## config.mk

```make
export PLATFORM = sky130hd
export DESIGN_NAME = imem_loader
export DESIGN_NICKNAME = d
export VERILOG_FILES = /design/src/rtl/imem_loader.sv
export SDC_FILE = /design/constraint.sdc
export NUM_CORES = 1
export LEC_CHECK = 0
export ABC_AREA = 1
export ABC_CLOCK_PERIOD_IN_PS = 4000
export BUFFER_PORTS_ARGS = -buffer_cell sky130_fd_sc_hd__clkbuf_2
export CORE_UTILIZATION = 57
export DETAILED_ROUTE_END_ITERATION = 12
export GPL_ROUTABILITY_DRIVEN = 0
export PLACE_DENSITY = 0.78
export SLEW_MARGIN = 20
export SYNTH_ARGS = -nofsm -noshare
export SYNTH_HDL_FRONTEND = slang
export SYNTH_SLANG_ARGS = --single-unit
```

## constraint.sdc

```tcl
create_clock -name clk -period 4 [get_ports clk]
set_input_delay 0.8 -clock clk [delete_from_list [all_inputs] [get_ports clk]]
set_output_delay 0.8 -clock clk [all_outputs]
set_load 0.05 [all_outputs]
```

## src/rtl/imem_loader.sv

```systemverilog
// Boot-time instruction-memory loader: receives a framed byte image (count, LE words, XOR
// checksum) over valid/ready, writes each word to the imem write port and holds the core.
module imem_loader #(
  parameter int unsigned ADDR_W = 8
) (
  input  logic              clk,
  input  logic              rst,
  input  logic              rx_valid,
  input  logic [7:0]        rx_data,
  output logic              rx_ready,
  output logic              im_we,
  output logic [ADDR_W-1:0] im_waddr,
  output logic [31:0]       im_wdata,
  output logic              core_hold,
  output logic              done,
  output logic              err
);

  localparam logic [16:0] DepthW = 17'd1 << ADDR_W;

  typedef enum logic [2:0] {StInit, StHdr0, StHdr1, StData, StChk, StDone, StErr} state_e;

  state_e              r_state, w_state_d;
  logic [7:0]          r_xor;
  logic [15:0]         r_n;
  logic [1:0]          r_lane;
  logic [ADDR_W:0]     r_k;
  logic [23:0]         r_asm;
  logic                r_rx_ready, r_im_we, r_core_hold, r_done, r_err;
  logic [ADDR_W-1:0]   r_im_waddr;
  logic [31:0]         r_im_wdata;

  logic                w_acc;
  logic [15:0]         w_n_hdr;
  logic [ADDR_W:0]     w_k_inc;
  logic                w_last_word;
  logic                w_oversize;
  logic                w_rx_ready_d, w_im_we_d, w_core_hold_d, w_done_d, w_err_d;

  assign w_acc       = rx_valid & r_rx_ready;
  assign w_n_hdr     = {rx_data, r_n[7:0]};
  assign w_k_inc     = r_k + 1'b1;
  assign w_last_word = ({{(15 - ADDR_W){1'b0}}, w_k_inc} == r_n);
  assign w_oversize  = ({1'b0, w_n_hdr} > DepthW);

  // State register
  always_ff @(posedge clk or posedge rst) begin
    if (rst) begin
      r_state <= StInit;
    end else begin
      r_state <= w_state_d;
    end
  end

  // Next-state logic
  always_comb begin
    w_state_d = r_state;
    unique case (r_state)
      StInit: w_state_d = StHdr0;
      StHdr0: if (w_acc) w_state_d = StHdr1;
      StHdr1: begin
        if (w_acc) begin
          if (w_oversize)            w_state_d = StErr;
          else if (w_n_hdr == 16'd0) w_state_d = StChk;
          else                       w_state_d = StData;
        end
      end
      StData: if (w_acc && (r_lane == 2'd3) && w_last_word) w_state_d = StChk;
      StChk:  if (w_acc) w_state_d = (rx_data == r_xor) ? StDone : StErr;
      default: w_state_d = r_state;
    endcase
  end

  // Output logic, decoded from the next state so the registered outputs track the state
  always_comb begin
    w_rx_ready_d  = (w_state_d == StHdr0) || (w_state_d == StHdr1) ||
                    (w_state_d == StData) || (w_state_d == StChk);
    w_done_d      = (w_state_d == StDone);
    w_err_d       = (w_state_d == StErr);
    w_core_hold_d = (w_state_d != StDone);
    w_im_we_d     = (r_state == StData) && w_acc && (r_lane == 2'd3);
  end

  always_ff @(posedge clk or posedge rst) begin
    if (rst) begin
      r_rx_ready  <= 1'b0;
      r_im_we     <= 1'b0;
      r_core_hold <= 1'b1;
      r_done      <= 1'b0;
      r_err       <= 1'b0;
    end else begin
      r_rx_ready  <= w_rx_ready_d;
      r_im_we     <= w_im_we_d;
      r_core_hold <= w_core_hold_d;
      r_done      <= w_done_d;
      r_err       <= w_err_d;
    end
  end

  // Datapath: header capture, running XOR, word assembly and write address/data
  always_ff @(posedge clk or posedge rst) begin
    if (rst) begin
      r_xor      <= 8'd0;
      r_n        <= 16'd0;
      r_lane     <= 2'd0;
      r_k        <= '0;
      r_asm      <= 24'd0;
      r_im_waddr <= '0;
      r_im_wdata <= 32'd0;
    end else if (w_acc) begin
      case (r_state)
        StHdr0: begin
          r_n[7:0] <= rx_data;
          r_xor    <= r_xor ^ rx_data;
        end
        StHdr1: begin
          r_n[15:8] <= rx_data;
          r_xor     <= r_xor ^ rx_data;
        end
        StData: begin
          r_xor  <= r_xor ^ rx_data;
          r_lane <= r_lane + 2'd1;
          if (r_lane == 2'd3) begin
            r_im_wdata <= {rx_data, r_asm};
            r_im_waddr <= r_k[ADDR_W-1:0];
            r_k        <= w_k_inc;
            r_asm      <= 24'd0;
          end else begin
            r_asm[{r_lane, 3'b000} +: 8] <= rx_data;
          end
        end
        default: ;
      endcase
    end
  end

  assign rx_ready  = r_rx_ready;
  assign im_we     = r_im_we;
  assign im_waddr  = r_im_waddr;
  assign im_wdata  = r_im_wdata;
  assign core_hold = r_core_hold;
  assign done      = r_done;
  assign err       = r_err;

endmodule

```

After elaboration in Yosys (flattened, before gate mapping) --
Cells that the tools add are included.
Operators by class: magnitude comparators 1, bitwise logic cells 2, mux-type cells 10, add/sub/neg operators 3, equal/unequal tests 14, reduce and logical (&&, ||, !) cells 15, shift-type cells 2
Operators by type and width (count):
- $bwmux 24 | 1
- $mux 24 | 1
- $shift 8x7->24 const A | 1
- $shiftx 8x7->24 | 1
- $mux 3 | 6
- $eq 9x16->1 | 1
- $gt 16x9->1 const B | 1
- $logic_not 16->1 | 1
- $pmux 3 s5 | 1
- $eq 3x2->1 const B | 4
- $eq 3x3->1 const B | 4
- $add 9x1->9 const B | 1
- $eq 8x8->1 | 1
- $reduce_and 2->1 | 4
- $xor 8x8->8 | 1
- $neg 5->7 | 1
- $eq 3x1->1 const B | 2
- $logic_and 1x1->1 | 4
- $logic_not 3->1 | 1
- $logic_or 1x1->1 | 3
- $ne 3x3->1 const B | 1
- $reduce_and 3->1 | 1
- $reduce_or 3->1 | 1
- $add 2x1->2 const B | 1
- other kinds (3) | 3
Word-level totals: register bits 107, output and inout port bits 45, logic and storage cells 61

Logic depth before layout (Yosys ltp) --
word-level depth 9, gate-level depth with buffers 15, mapped depth without buffers 15

Least setup slack after synthesis --
OpenSTA, ideal clock, no wires.
path type in2reg, from input port rx_valid, to register r_done (netlist: done), path slack 2058 ps, stages on the path 14, required time 3931 ps, setup time 69 ps, arrival 1873 ps, buffers on the path 0, cells stage by stage nand2_1 inv_2 nand2_1 nor2_1 nand2_1 nor2_1 nand2_1 nor2_4 nand3_2 nand2_2 nand2_2 nor2_4 inv_2 nor2_2
On the way: word-level cells in the longest chain between the ends 6, elaborated cells between the ends (all ways) 9
RTL lines:
- start: declaration | RTL line 8 | input logic rx_valid,
- $and 1x1->1 * | RTL line 40 | assign w_acc = rx_valid & r_rx_ready;
- $logic_and 1x1->1 (2 in a row) | RTL line 68 | StData: if (w_acc && (r_lane == 2'd3) && w_last_word) w_state_d = StChk;
- $mux 3 | RTL line 68
- $pmux 3 s5 * | RTL line 58 | unique case (r_state)
- net w_state_d[1] | RTL line 23 | state_e r_state, w_state_d;
- $eq 3x3->1 * | RTL line 78 | w_done_d = (w_state_d == StDone);
- net w_done_d | RTL line 38 | logic w_rx_ready_d, w_im_we_d, w_core_hold_d, w_done_d, w_err_d;
- end signal: assignment | RTL line 95 | r_done <= w_done_d;
- end: declaration | RTL line 29 | logic r_rx_ready, r_im_we, r_core_hold, r_done, r_err;
Mark *: on every way through the listed nets, which the timed path passes. The rest lies on a longest branch. A chain may end at the register's enable or synchronous reset.

Worst setup path in the final report --
from register r_state[2], to register r_im_wdata[4] (netlist: im_wdata[4])
On the way: word-level cells in the longest chain between the ends 2
RTL lines:
- start: declaration | RTL line 23
- start signal: assignment | RTL line 49 | r_state <= StInit;
- start signal: assignment | RTL line 51 | r_state <= w_state_d;
- $eq 3x2->1 | RTL line 111 | case (r_state)
- $reduce_and 3->1 (no line)
- end signal: assignment | RTL line 124 | r_im_wdata <= {rx_data, r_asm};
- end: declaration | RTL line 31 | logic [31:0] r_im_wdata;
No other way between the ends.

==> out/qor.csv <==
stage;metric;value;unit
setup_path;setup.reg_to_reg.worst_slack;1.26;ns
floorplan;floorplan.initialDensity;0.5848;
clock_tree;cts_num_sinks;107;
power;tot_pwr;4.171;mW
logic_synthesis;synth_nets;575;
setup_path;worst_path_largest_cell_delay;0.79;ns
drt;detail_route.iter0.violations;196;
setup_path;timing_worst_setup_path_type;register to register;
floorplan;die_height;93.58;um
drt;routed_wire_length_per_instance;13.74;um
sta;maxClockFrequency;365.4;MHz
clock_tree;post_cts_hold_buffer_count;0;
logic_synthesis;synth_warnings;0;
drt;via_count;3839;
logic_synthesis;dominant_combinational_cell_family_by_area_after_synthesis;simple AND/OR/NAND/NOR gates;
logic_synthesis;ys_ff_latch;107;
clock_tree;cts.reportedPaths.clkPinSlew;0.10;ns
logic_synthesis;proportion_of_synthesized_flip_flops_having_asynchronous_set_or_reset;1.000;
power;power.share.switching;0.4558;
floorplan;total_die_area;8757;sq um
logic_synthesis;synthCells;558;
global_route;grtUsageTotal;0.2500;
setup_path;worstPathRequired;4.26;ns
global_route;grt_start_max_net_pins;83;
power;clock_network_fraction_of_total_power;0.164;
sta;rsz_0062_raised_after_global_routing;false;
setup_path;crit_family;buffers and inverters;
setup_path;crit_path_cell_trace;inv_2 -> nand2_1 -> nor2_2 -> nand2_2 -> nor2_4 -> clkinv_2 -> o21ai_0;
placed_design;placed_cell_area;5142;sq um
logic_synthesis;synthesized_cell_area;4781;sq um
power;powerDensity;780.3;nW/um^2
setup_path;cp-end-kind;register;
placed_design;cell_count_after_placement;705;
logic_synthesis;synth_compound_gate_area_share;0.1057;
setup_path;timing.reg2reg.worst_path_depth;7;
clock_tree;postCtsResizedCells;0;
cells_and_area;design.final.nets;628;
sta;final_max_slew_viol_count;0;
sta;hold_violations;0;
drt;dr_wl_met3;443;um
floorplan;boundaryPins;56;
logic_synthesis;post_synth_and_or_nand_nor_area_fraction;0.2366;
placed_design;placement.setup.worst_slack;1.326;ns
power;leakagePower;2.724;nW
logic_synthesis;yosys_most_used_dff;sky130_fd_sc_hd__dfrtp_1;
global_route;grt_first_pass_wirelength;16680;um
sta;max_slew_margin;0.3559;
drt;post-route-drc-count;0;
setup_path;cp-endpoint;im_wdata[4]$_DFFE_PP0P_;
cells_and_area;finish.utilization;0.6538;
sta;final.setup.tns;0;ns
power;cell_internal_pwr;2.270;mW
floorplan;placement_rows;33;
power;worst_ir_drop_vdd;0.4988;mV
clock_tree;cts_setup_buffers;0;
power;combPwrFrac;0.417;
floorplan;die-width;93.58;um
logic_synthesis;xor_xnor_fraction_of_synth_area;0.01832;
logic_synthesis;post_synth_fa_ha_maj_area_fraction;0.01570;
floorplan;core;8175;sq um
sta;worst_pin_slew;0.9588;ns
sta;setup_slack;1.263;ns
drt;detailedRoute.firstPassIterationCount;5;
drt;routed_wl;9906;um
cells_and_area;filler_cell_count;713;
setup_path;critical_path.startpoint_type;register;
setup_path;cp_data_arrival_time;3.00;ns
clock_tree;cts.root.buffer_cell;sky130_fd_sc_hd__clkbuf_8;
run;drv.max_cap_violation_count;0;
logic_synthesis;synthMuxAreaShare;0;
global_route;grt_remaining_overflow;0;
clock_tree;clock_latency;0.37;ns
sta;clock-skew-final;0.009952;ns
setup_path;reg2reg_from;r_state[2]$_DFF_PP0_;
setup_path;critPathSlowestCell;sky130_fd_sc_hd__clkinv_2;
drt;met2_length;4663;um
setup_path;rr_endpoint;im_wdata[4]$_DFFE_PP0P_;
drt;via_count_normalized_by_instance_count;5.325;
cells_and_area;layout.cells.non_filler;721;
logic_synthesis;synth.lib_cells_used.distinct;25;
clock_tree;cts_max_level;3;
global_route;grt_pass1_vias;3562;
setup_path;cp-startpoint;r_state[2]$_DFF_PP0_;
drt;ant_nets;0;
power;total_switching_power;1.901;mW
clock_tree;numCtsBuffers;9;
cells_and_area;final_design_area_no_fill;5345;sq um
setup_path;cell_count_along_the_critical_path;7;
drt;maxUsedRoutingLayer;met4;
logic_synthesis;fraction_of_the_yosys_area_taken_by_sequential_cells;0.5603;
sta;final.min_clock_period;2.737;ns
cells_and_area;syn_to_final_growth;11.80;%
worst_hold_path;hold_depth;2;
placed_design;detailedPlacementHpwl;7051;um
cells_and_area;drive_gt1_frac;0.1607;
placed_design;port_buffers;55;
power;sequentialPowerShare;0.419;
drt;wl_met1;4567;um
logic_synthesis;avgSynthCellArea;8.568;sq um
global_route;initial_antenna_violation_count;0;
sta;holdWs;0.4815;ns
worst_hold_path;hold_class;register to register;
cells_and_area;insertedDiodeCount;0;
logic_synthesis;synth-edff-count;0;
setup_path;worstPathMaxFanout;82;
outcome;outcome;completed;
sta;total_of_endpoints_with_negative_setup_slack_in_the_final_report;0;
clock_tree;cts_tree;yes;
clock_tree;cts_max_path_buffers;2;
sta;layout_worst_path_cycle_share;0.6842;
setup_path;critPathBufInv;2;
routing by layer:
metal / GRT usage / vias up
li1: - / 1890
met1: 0.3424 / 1829
met2: 0.3958 / 99
met3: 0.04309 / 21
met4: 0.1038 / 0
met5: 0 / -
layout by cell type (no fill, tap or decap), types with 3 or more instances in the layout:
master                     count
sky130_fd_sc_hd__nand4_1       7
sky130_fd_sc_hd__nor3_1        5
sky130_fd_sc_hd__nor2_2        7
sky130_fd_sc_hd__o21ai_0      72
sky130_fd_sc_hd__o31ai_1       3
sky130_fd_sc_hd__o41ai_1       5
sky130_fd_sc_hd__inv_2         4
sky130_fd_sc_hd__o22ai_1       3
sky130_fd_sc_hd__nor2_4        5
sky130_fd_sc_hd__xnor2_1       6
sky130_fd_sc_hd__nand2_1     173
sky130_fd_sc_hd__nor2_1       24
sky130_fd_sc_hd__o21ai_1       7
sky130_fd_sc_hd__nand2_2       6
sky130_fd_sc_hd__dfrtp_1     106
sky130_fd_sc_hd__nand3_1      30
sky130_fd_sc_hd__a21oi_1       5
sky130_fd_sc_hd__xor2_1        4
sky130_fd_sc_hd__ha_1          6
sky130_fd_sc_hd__inv_1        58
sky130_fd_sc_hd__clkbuf_8     10
sky130_fd_sc_hd__clkbuf_2     55
power by group through the flow:
stage | sequential (mW) | clock (mW) | combinational (mW)
after global placement | 1.75 | 0 | 1.69
after detailed placement | 1.77 | 0 | 1.75
after CTS | 1.75 | 0.697 | 1.75
final | 1.75 | 0.683 | 1.74
after floorplan | 2.28 | 0 | 0.812
after global routing | 1.80 | 0.731 | 1.93
tightest hold or removal path, cell delays in order, from the launching register on:
cell and delay, ns:
sky130_fd_sc_hd__dfrtp_1 0.36, sky130_fd_sc_hd__nand2_1 0.05, sky130_fd_sc_hd__nand2_1 0.05
registers in the layout, indices dropped and copies added (netlist names):
signal     count
r_k            9
im_wdata      32
rx_ready       1
im_we          1
r_state        3
done           1
r_asm         24
err            1
core_hold      1
r_n           16
im_waddr       8
r_lane         2
r_xor          8
layout make-up:
class | instances | area [sq um] | share of cell area
clock buffer | 11 | 141.4 | 0.02645
clock inverter | 5 | 60.06 | 0.01124
inverter | 64 | 244.0 | 0.04565
multi-input combinational | 372 | 1799 | 0.3366
sequential | 107 | 2679 | 0.5012
tap | 105 | 131.4 | 0.02458
timing repair buffer | 57 | 290.3 | 0.05431
cell usage after synthesis, types with 6 or more instances:
library cell               number  area (sq um)
sky130_fd_sc_hd__nand2_1      173         649.4
sky130_fd_sc_hd__dfrtp_1      106          2653
sky130_fd_sc_hd__o21ai_0       72         360.4
sky130_fd_sc_hd__inv_1         59         221.5
sky130_fd_sc_hd__nand3_1       30         150.1
sky130_fd_sc_hd__nor2_1        24         90.09
sky130_fd_sc_hd__clkbuf_1      10         37.54
sky130_fd_sc_hd__nand4_1        7         43.79
sky130_fd_sc_hd__nor2_2         7         43.79
sky130_fd_sc_hd__o21ai_1        7         35.03
sky130_fd_sc_hd__ha_1           6         75.07
sky130_fd_sc_hd__nand2_2        6         37.54
sky130_fd_sc_hd__xnor2_1        6         52.55
kinds of logic (layout without fill, tap and decap cells):
logic type / Yosys count / after routing
flip-flops: 107 / 107
adder cells (fa/ha/maj): 6 / 6
buffers and inverters: 79 / 137
AO/OA/AOI/OAI: 95 / 95
XOR/XNOR: 10 / 10
AND/OR/NAND/NOR: 261 / 261
how the worst min path moves through the flow:
stage                                   startpoint                        to
final                     im_wdata[11]$_DFFE_PP0P_  im_wdata[11]$_DFFE_PP0P_
after global placement    im_wdata[11]$_DFFE_PP0P_  im_wdata[11]$_DFFE_PP0P_
after global routing         r_asm[12]$_DFFE_PP0P_  im_wdata[12]$_DFFE_PP0P_
after CTS                  im_wdata[8]$_DFFE_PP0P_   im_wdata[8]$_DFFE_PP0P_
after detailed placement     r_asm[14]$_DFFE_PP0P_     r_asm[14]$_DFFE_PP0P_
after floorplan              r_asm[11]$_DFFE_PP0P_     r_asm[11]$_DFFE_PP0P_
Power figures use the tool's default switching activity.
